**src/rtl/brlite_local_rx.sv**
```systemverilog
// brlite_local_rx: local-port BrLite receiver; 4-phase req/ack capture into a FIFO feeding the broadcast crossbar
module brlite_local_rx #(
    parameter int DATA_W = 64,
    parameter int DEPTH  = 2,
    parameter int CNT_W  = 16
) (
    input  logic              clk_i,
    input  logic              rst_i,
    input  logic              br_req_i,
    output logic              br_ack_o,
    input  logic [DATA_W-1:0] br_data_i,
    output logic              br_local_busy_o,
    output logic              out_valid_o,
    input  logic              out_ready_i,
    output logic [DATA_W-1:0] out_data_o,
    output logic [CNT_W-1:0]  accepted_cnt_o
);
    localparam int AW = $clog2(DEPTH);
    localparam logic [AW:0] FULL = DEPTH[AW:0];
    typedef enum logic {IDLE, HOLD} state_t;
    state_t state, state_nxt;
    logic [DATA_W-1:0] mem [DEPTH];
    logic [AW-1:0] wr_ptr, rd_ptr;
    logic [AW:0] count, count_nxt;
    logic push, pop;
    // full is judged on the registered count, so a same-cycle pop never makes room
    always_comb begin
        push = state == IDLE && br_req_i && count != FULL;
        pop = out_valid_o && out_ready_i;
        count_nxt = count + {{AW{1'b0}}, push} - {{AW{1'b0}}, pop};
        state_nxt = state == IDLE ? (push ? HOLD : IDLE) : (br_req_i ? HOLD : IDLE);
    end
    assign out_valid_o = count != '0;
    assign out_data_o = mem[rd_ptr];
    always_ff @(posedge clk_i) if (push) mem[wr_ptr] <= br_data_i;
    always_ff @(posedge clk_i) begin
        if (rst_i) begin
            state <= IDLE;
            br_ack_o <= 1'b0;
            br_local_busy_o <= 1'b0;
            accepted_cnt_o <= '0;
            count <= '0;
            wr_ptr <= '0;
            rd_ptr <= '0;
        end else begin
            if (push) wr_ptr <= wr_ptr + AW'(1);
            if (push) accepted_cnt_o <= accepted_cnt_o + CNT_W'(1);
            if (pop) rd_ptr <= rd_ptr + AW'(1);
            count <= count_nxt;
            state <= state_nxt;
            br_ack_o <= state_nxt == HOLD;
            br_local_busy_o <= count_nxt != '0 || state_nxt == HOLD;
        end
    end
endmodule
```
**config.mk**
```make
export PLATFORM = sky130hd
export DESIGN_NAME = brlite_local_rx
export DESIGN_NICKNAME = d
export VERILOG_FILES = /design/src/rtl/brlite_local_rx.sv
export SDC_FILE = /design/constraint.sdc
export NUM_CORES = 1
export LEC_CHECK = 0
export ABC_AREA = 1
export CORE_MARGIN = 2
export CORE_UTILIZATION = 44
export CTS_BUF_LIST = sky130_fd_sc_hd__clkbuf_4 sky130_fd_sc_hd__clkbuf_8 sky130_fd_sc_hd__clkbuf_16
export CTS_CLUSTER_DIAMETER = 80
export DETAILED_ROUTE_END_ITERATION = 8
export PLACE_DENSITY = 0.81
export SYNTH_ARGS = -nofsm -noshare
export SYNTH_HDL_FRONTEND = slang
export SYNTH_SLANG_ARGS = --single-unit
```
**constraint.sdc**
```tcl
create_clock -name clk_i -period 4.4 [get_ports clk_i]
set_input_delay 0.66 -clock clk_i [delete_from_list [all_inputs] [get_ports clk_i]]
set_output_delay 0.66 -clock clk_i [all_outputs]
set_load 0.02 [all_outputs]
```
==> results of run 1 <==
==> routing by layer <==
metal | part of all wire | vias to the layer above | track usage
li1 | - | 1642 | -
met2 | 0.50 | 137 | 0.291
met1 | 0.42 | 1710 | 0.203
met3 | 0.073 | 17 | 0.0656
met4 | 0.014 | 0 | 0.0632
met5 | 0 | - | 0
==> power by group through the flow <==
stage	clock (mW)	combinational, mW	sequential (mW)
floorplan	0	0.721	1.88
CTS	1.42	1.26	1.87
global placement	0	1.24	1.89
finish	1.39	1.25	1.87
global route	1.49	1.32	1.89
detailed placement	0	1.25	1.90
==> flip-flops by register name, indices dropped and copies added, names as in the netlist, named ones only <==
name             cells
accepted_cnt_o      16
br_local_busy_o      1
count                2
mem                128
rd_ptr               1
state                1
wr_ptr               1
==> kinds of logic after synthesis <==
family / after synthesis / synth area share
simple gates: 81 / 0.0713
flops: 151 / 0.743
mux: 64 / 0.124
buf+inv: 35 / 0.0285
fa+ha+maj: 2 / 0.00432
compound gates: 26 / 0.0233
xor+xnor: 3 / 0.00454
==> worst max-delay path by stage <==
stage / startpoint / endpoint / slack, ns / cells after the start
floorplan: br_req_i / mem[1][0]$_DFFE_PP_ / 0.13 / 5
detailed placement: br_req_i / mem[0][51]$_DFFE_PP_ / 1.49 / 6
global route: flop / out_data_o[56] / 1.10 / 3
CTS: flop / out_data_o[56] / 1.16 / 3
finish: flop / out_data_o[4] / 1.23 / 3
global placement: br_req_i / mem[0][51]$_DFFE_PP_ / 1.55 / 6
==> cell type report <==
| cell class | count | area [sq um] |
|---|---|---|
| timing repair buffer | 154 | 1560 |
| sequential | 151 | 4310 |
| tap | 172 | 215 |
| fill | 945 | 4650 |
| inverter | 25 | 93.8 |
| multi-input combinational | 176 | 1340 |
| clock inverter | 12 | 136 |
| clock buffer | 18 | 433 |
==> synth_stat cells, types with 2 or more instances <==
cell | count | area [sq um]
edfxtp_1 | 128 | 3840
mux2_2 | 64 | 721
nand3_1 | 6 | 30.0
nand2_1 | 29 | 109
buf_2 | 3 | 15.0
buf_4 | 6 | 45.0
o21ai_0 | 11 | 55.1
nand3_2 | 3 | 30.0
nor3_1 | 2 | 10.0
nand2_2 | 6 | 37.5
ha_1 | 2 | 25.0
nor2_4 | 5 | 56.3
dfxtp_1 | 23 | 460
nor2_2 | 3 | 18.8
a21oi_1 | 13 | 65.1
inv_1 | 24 | 90.1
nor2_1 | 21 | 78.8
xnor2_1 | 2 | 17.5
nand4_1 | 4 | 25.0
==> worst register-to-register path, delay by kind of cell (launching register included) <==
| kind | cells | cell delay [ns] |
|---|---|---|
| simple gates | 3 | 0.97 |
| flops | 1 | 0.36 |
| buf+inv | 2 | 0.39 |
==> summary.txt, run 1 <==
Maxcap violations = 0
Sw Ratio = 0.272
Crit-path cells = buf_4 -> mux2_2 -> clkdlybuf4s50_1
Total GRT Usage = 0.174
Sequential share of power = 0.415
Seq cells post-synth = 151
DP Cell Count = 678
Synth warn = 0
Gate power share = 0.276
Final Worst Setup Slack = 1.23 ns
VDD IR max = 0.320 mV
Fin crit share = 0.721
Most common cell after layout, fill and taps aside = clkdlybuf4s50_1
R2r endpoint = mem[0][23]$_DFFE_PP_
Leakage Power = 2.75 nW
Required @ worst endpoint = 3.74 ns
Synthesized area per cell = 16.0 sq um
Worst Hold Class = reg -> reg
Unrepaired setup endpoints after global routing = false
First-pass GRT wire length = 18500 um
Worst skew pair latency = 0.41 ns
Synth async-reset ratio = 0
CTS sink count = 151
WL/cell = 16.7 um
Initial Util = 0.455
Top Family by Delay on Critical Path = buffers and inverters
Internal Dissipation = 3.28 mW
Synth cell types = 26
Synthesized cell area = 5790 sq um
Port Buffers = 150
Worst slew pin tran = 0.892 ns
Routed Wire Length = 11900 um
Slowest cell on the critical path = dfxtp_2
Hold buffers post-CTS = 0
Reg2Reg Launch Point = count[0]$_SDFF_PP0_
DIE WIDTH = 119 um
WHS = 0.476 ns
DRC Markers = 0
Die H = 119 um
Antenna diode count = 0
Routability Congestion = 0.857
Via count of the first global-routing pass = 3632
Via Count = 3506
Placement-stage cell area = 7510 sq um
Synthesized Nets = 432
Clk_skew = 0.00833 ns
Arrival time of the worst setup path = 2.51 ns
Post-DP HPWL = 8180 um
Critical path class = reg -> out
Status = finished clean
CTS Buf Count = 17
Final hold vios = 0
Worst relative slew slack = 0.404
Total Power = 4.51 mW
Buffers & Inverters on Critical Path = 2
Core Util, Final = 0.635
Clk buf depth = 2
Setup repair bufs after CTS = 0
Clock slew at reported path FFs = 0.05 ns
P per Cell Area = 558 nW/um^2
CTS resizes = 0
CTS tree = built
FMAX = 315 MHz
Power share of the clock group = 0.309
Number of flops mapped to enable cells by yosys = 128
CORE AREA = 12700 sq um
Reg2reg path depth = 5
Setup TNS = 0 ns
Max Fanout on Critical Path = 28
Critical path startpoint category = flop
Largest net degree at the start of global routing = 43
Final net count = 595
Synth-to-Final Area Change = 39.5%
Finished Cell Area = 8080 sq um
Minimum clock period = 3.17 ns
Num ports = 151
Row Count = 41
Biggest cell delay along the critical path = 0.76 ns
DRT antenna net count = 0
Synth Flop Type = edfxtp_1
Final setup violation count = 0
Setup WS pre-CTS = 1.49 ns
Iteration-0 DRC Markers = 260
Register area share after synthesis = 0.743
Global route total overflow = 0
Share of post-route cells with drive strength above 1 = 0.216
Initial antenna violation count = 0
Sw power = 1.23 mW
Die Area = 14100 sq um
H-Tree Depth = 4
Non-Filler Instances = 708
DR vias/cell = 4.95
Gate Count Post-Synth = 362
Worst hold path stage count = 1
Fin. max-slew vios = 0
Worst min-delay path startpoint = rd_ptr$_SDFFE_PP0P_
Critical Path End Type = output pin
Drt first pass iters = 4
Most frequent cells in the layout = clkdlybuf4s50_1, edfxtp_1, mux2_2
CTS Root Cell = clkbuf_16
R2r setup slk = 2.34 ns
Power figures use the tool's default switching activity.
==> run 2, diff against run 1 <==
- clock period: 4.4 -> 2.85 ns (I/O delays scaled with it)
==> run 2 against run 1 <==
Effect of this change: non-clock buffer count down 1; count of clock-buffer cells in the layout decreased by 1; cell count up 0.14%; clock skew about the same; critical endpoint is now out_data_o[29]; largest cell class unchanged.
==> summary.txt, run 2 (synthesis gave the netlist of run 1 again) <==
Sequential share of power = 0.415 (about the same)
Iteration-0 DRC Markers = 207 (-20%)
Routed Wire Length = 11800 um (-0.73%)
Worst Hold Class = reg -> reg
Leakage Power = 2.74 nW (-0.50%)
Core Util, Final = 0.633 (-0.00148)
Destination of the critical timing path = out_data_o[29]
Crit path depth = 3 (unchanged)
Power share of the clock group = 0.299 (-0.010)
Critical path startpoint category = flop
Clk_skew = 0.00807 ns (-0.000256 ns)
Buffers & Inverters on Critical Path = 2 (unchanged)
DRC Markers = 0 (unchanged)
FMAX = 402 MHz
CTS Root Cell = clkbuf_16
H-Tree Depth = 4 (unchanged)
Most frequent cells in the layout = clkdlybuf4s50_1, edfxtp_1, mux2_2
Total GRT Usage = 0.170 (-0.00385)
Multi-input logic area = 1340 sq um (unchanged)
Synth-to-Final Area Change = 39.2%
Drt first pass iters = 4 (unchanged)
Largest Register = mem
Max Fanout on Critical Path = 64 (+130%)
Arrival time of the worst setup path = 2.06 ns (-0.45 ns)
R2r endpoint = br_local_busy_o$_SDFF_PP0_
Reg2reg path depth = 10 (+5)
First-pass GRT wire length = 18300 um (-1.1%)
Routability Congestion = 0.835 (-2.5%)
Die H = 119 um (unchanged)
Clk buf depth = 2 (unchanged)
Global route total overflow = 0 (unchanged)
P per Cell Area = 852 nW/um^2 (+53%)
Biggest cell delay along the critical path = 0.57 ns (-0.19 ns)
Regs by FF count = mem: 128 flops, accepted_cnt_o: 16 flops, count: 2 flops
Slowest cell on the critical path = clkdlybuf4s50_1
DR vias/cell = 4.86 (-1.8%)
Largest net degree at the start of global routing = 66 (+53%)
Initial Util = 0.455 (unchanged)
Worst relative slew slack = 0.723 (+0.319)
DRT antenna net count = 0 (unchanged)
Die Area = 14100 sq um (unchanged)
Gate power share = 0.287 (+0.011)
Layout fillers = 957 (+1.3%)
Setup TNS = 0 ns (unchanged)
Crit-path cells = buf_12 -> mux2_2 -> clkdlybuf4s50_1
Worst skew pair latency = 0.41 ns (about the same)
Via count of the first global-routing pass = 3486 (-4.0%)
WHS = 0.456 ns (-0.0199 ns)
Status = finished clean
CTS sink count = 151 (unchanged)
CORE AREA = 12700 sq um (unchanged)
CTS Buf Count = 17 (unchanged)
Row Count = 41 (unchanged)
Minimum clock period = 2.49 ns
Maxcap violations = 0 (unchanged)
Most common cell after layout, fill and taps aside = clkdlybuf4s50_1
Max reg flops = 128 (unchanged)
Required @ worst endpoint = 2.42 ns (-1.32 ns)
Port Buffers = 150 (unchanged)
Fin crit share = 0.874
Via Count = 3448 (-1.7%)
Final hold vios = 0 (unchanged)
Top Family by Delay on Critical Path = buffers and inverters
Sw Ratio = 0.294 (+0.0224)
Final setup violation count = 0 (unchanged)
WL/cell = 16.6 um (-0.87%)
Setup repair bufs after CTS = 0 (unchanged)
Internal Dissipation = 4.85 mW (+48%)
Final net count = 594 (-0.17%)
Worst slew pin tran = 0.415 ns (-0.477 ns)
Hold buffers post-CTS = 0 (unchanged)
CTS resizes = 0 (unchanged)
Post-DP HPWL = 7650 um (-6.6%)
CTS tree = built
Unrepaired setup endpoints after global routing = false
Initial antenna violation count = 0 (unchanged)
R2r setup slk = 1.17 ns (-1.17 ns)
Critical path class = reg -> out
Sw power = 2.02 mW (+65%)
DIE WIDTH = 119 um (unchanged)
Reg2Reg Launch Point = count[0]$_SDFF_PP0_
Register area = 4310 sq um (unchanged)
Clock slew at reported path FFs = 0.06 ns (about the same)
Share of post-route cells with drive strength above 1 = 0.225 (+0.00891)
Antenna diode count = 0 (unchanged)
VDD IR max = 0.515 mV (+61%)
Num ports = 151 (unchanged)
Critical Path End Type = output pin
Fin. max-slew vios = 0 (unchanged)
[run 2: per-layer routing]
| metal | GRT usage | part of all wire | wire length (um) | vias up |
|---|---|---|---|---|
| li1 | - | - | - | 1643 |
| met1 | 0.207 | 0.41 | 4810 | 1659 |
| met2 | 0.275 | 0.49 | 5740 | 134 |
| met5 | 0 | 0 | 0 | - |
| met3 | 0.0676 | 0.094 | 1100 | 12 |
| met4 | 0.0580 | 0.0093 | 109 | 0 |
[run 2: power groups by stage]
stage | combinational [mW] | sequential (mW) | clock (mW)
after CTS | 1.99 | 2.85 | 2.10
final | 1.97 | 2.85 | 2.05
after detailed placement | 1.98 | 2.89 | 0
after floorplan | 1.12 | 2.89 | 0
after global routing | 2.09 | 2.88 | 2.19
after global placement | 1.96 | 2.87 | 0
[run 2: worst min-delay path by stage]
stage / from / end / slack (ns) / cells after the start
global placement: rd_ptr$_SDFFE_PP0P_ / flop / 0.43 / 1
detailed placement: rd_ptr$_SDFFE_PP0P_ / flop / 0.44 / 1
floorplan: rd_ptr$_SDFFE_PP0P_ / flop / 0.43 / 1
finish: rd_ptr$_SDFFE_PP0P_ / flop / 0.46 / 1
global route: rd_ptr$_SDFFE_PP0P_ / flop / 0.47 / 1
CTS: rd_ptr$_SDFFE_PP0P_ / flop / 0.46 / 1
[run 2: area by class of cell]
class,instances,area share
Inverter,25,0.0116
Sequential cell,151,0.534
Clock buffer,17,0.0528
Timing Repair Buffer,153,0.194
Clock inverter,15,0.0149
Tap cell,172,0.0267
Multi-Input combinational cell,176,0.166
[run 2: stage by stage]
stage          worst slack [ns]  std cells  power [mW]  area, sq um
6_report                  0.360        709        6.87         8060
3_5_place_dp              0.574        677        4.87         7510
4_1_cts                   0.339        709        6.94         8060
3_3_place_gp              0.652        677        4.83         7510
2_1_floorplan             0.656        362        4.01         5800
5_1_grt                   0.293        709        7.15         8060
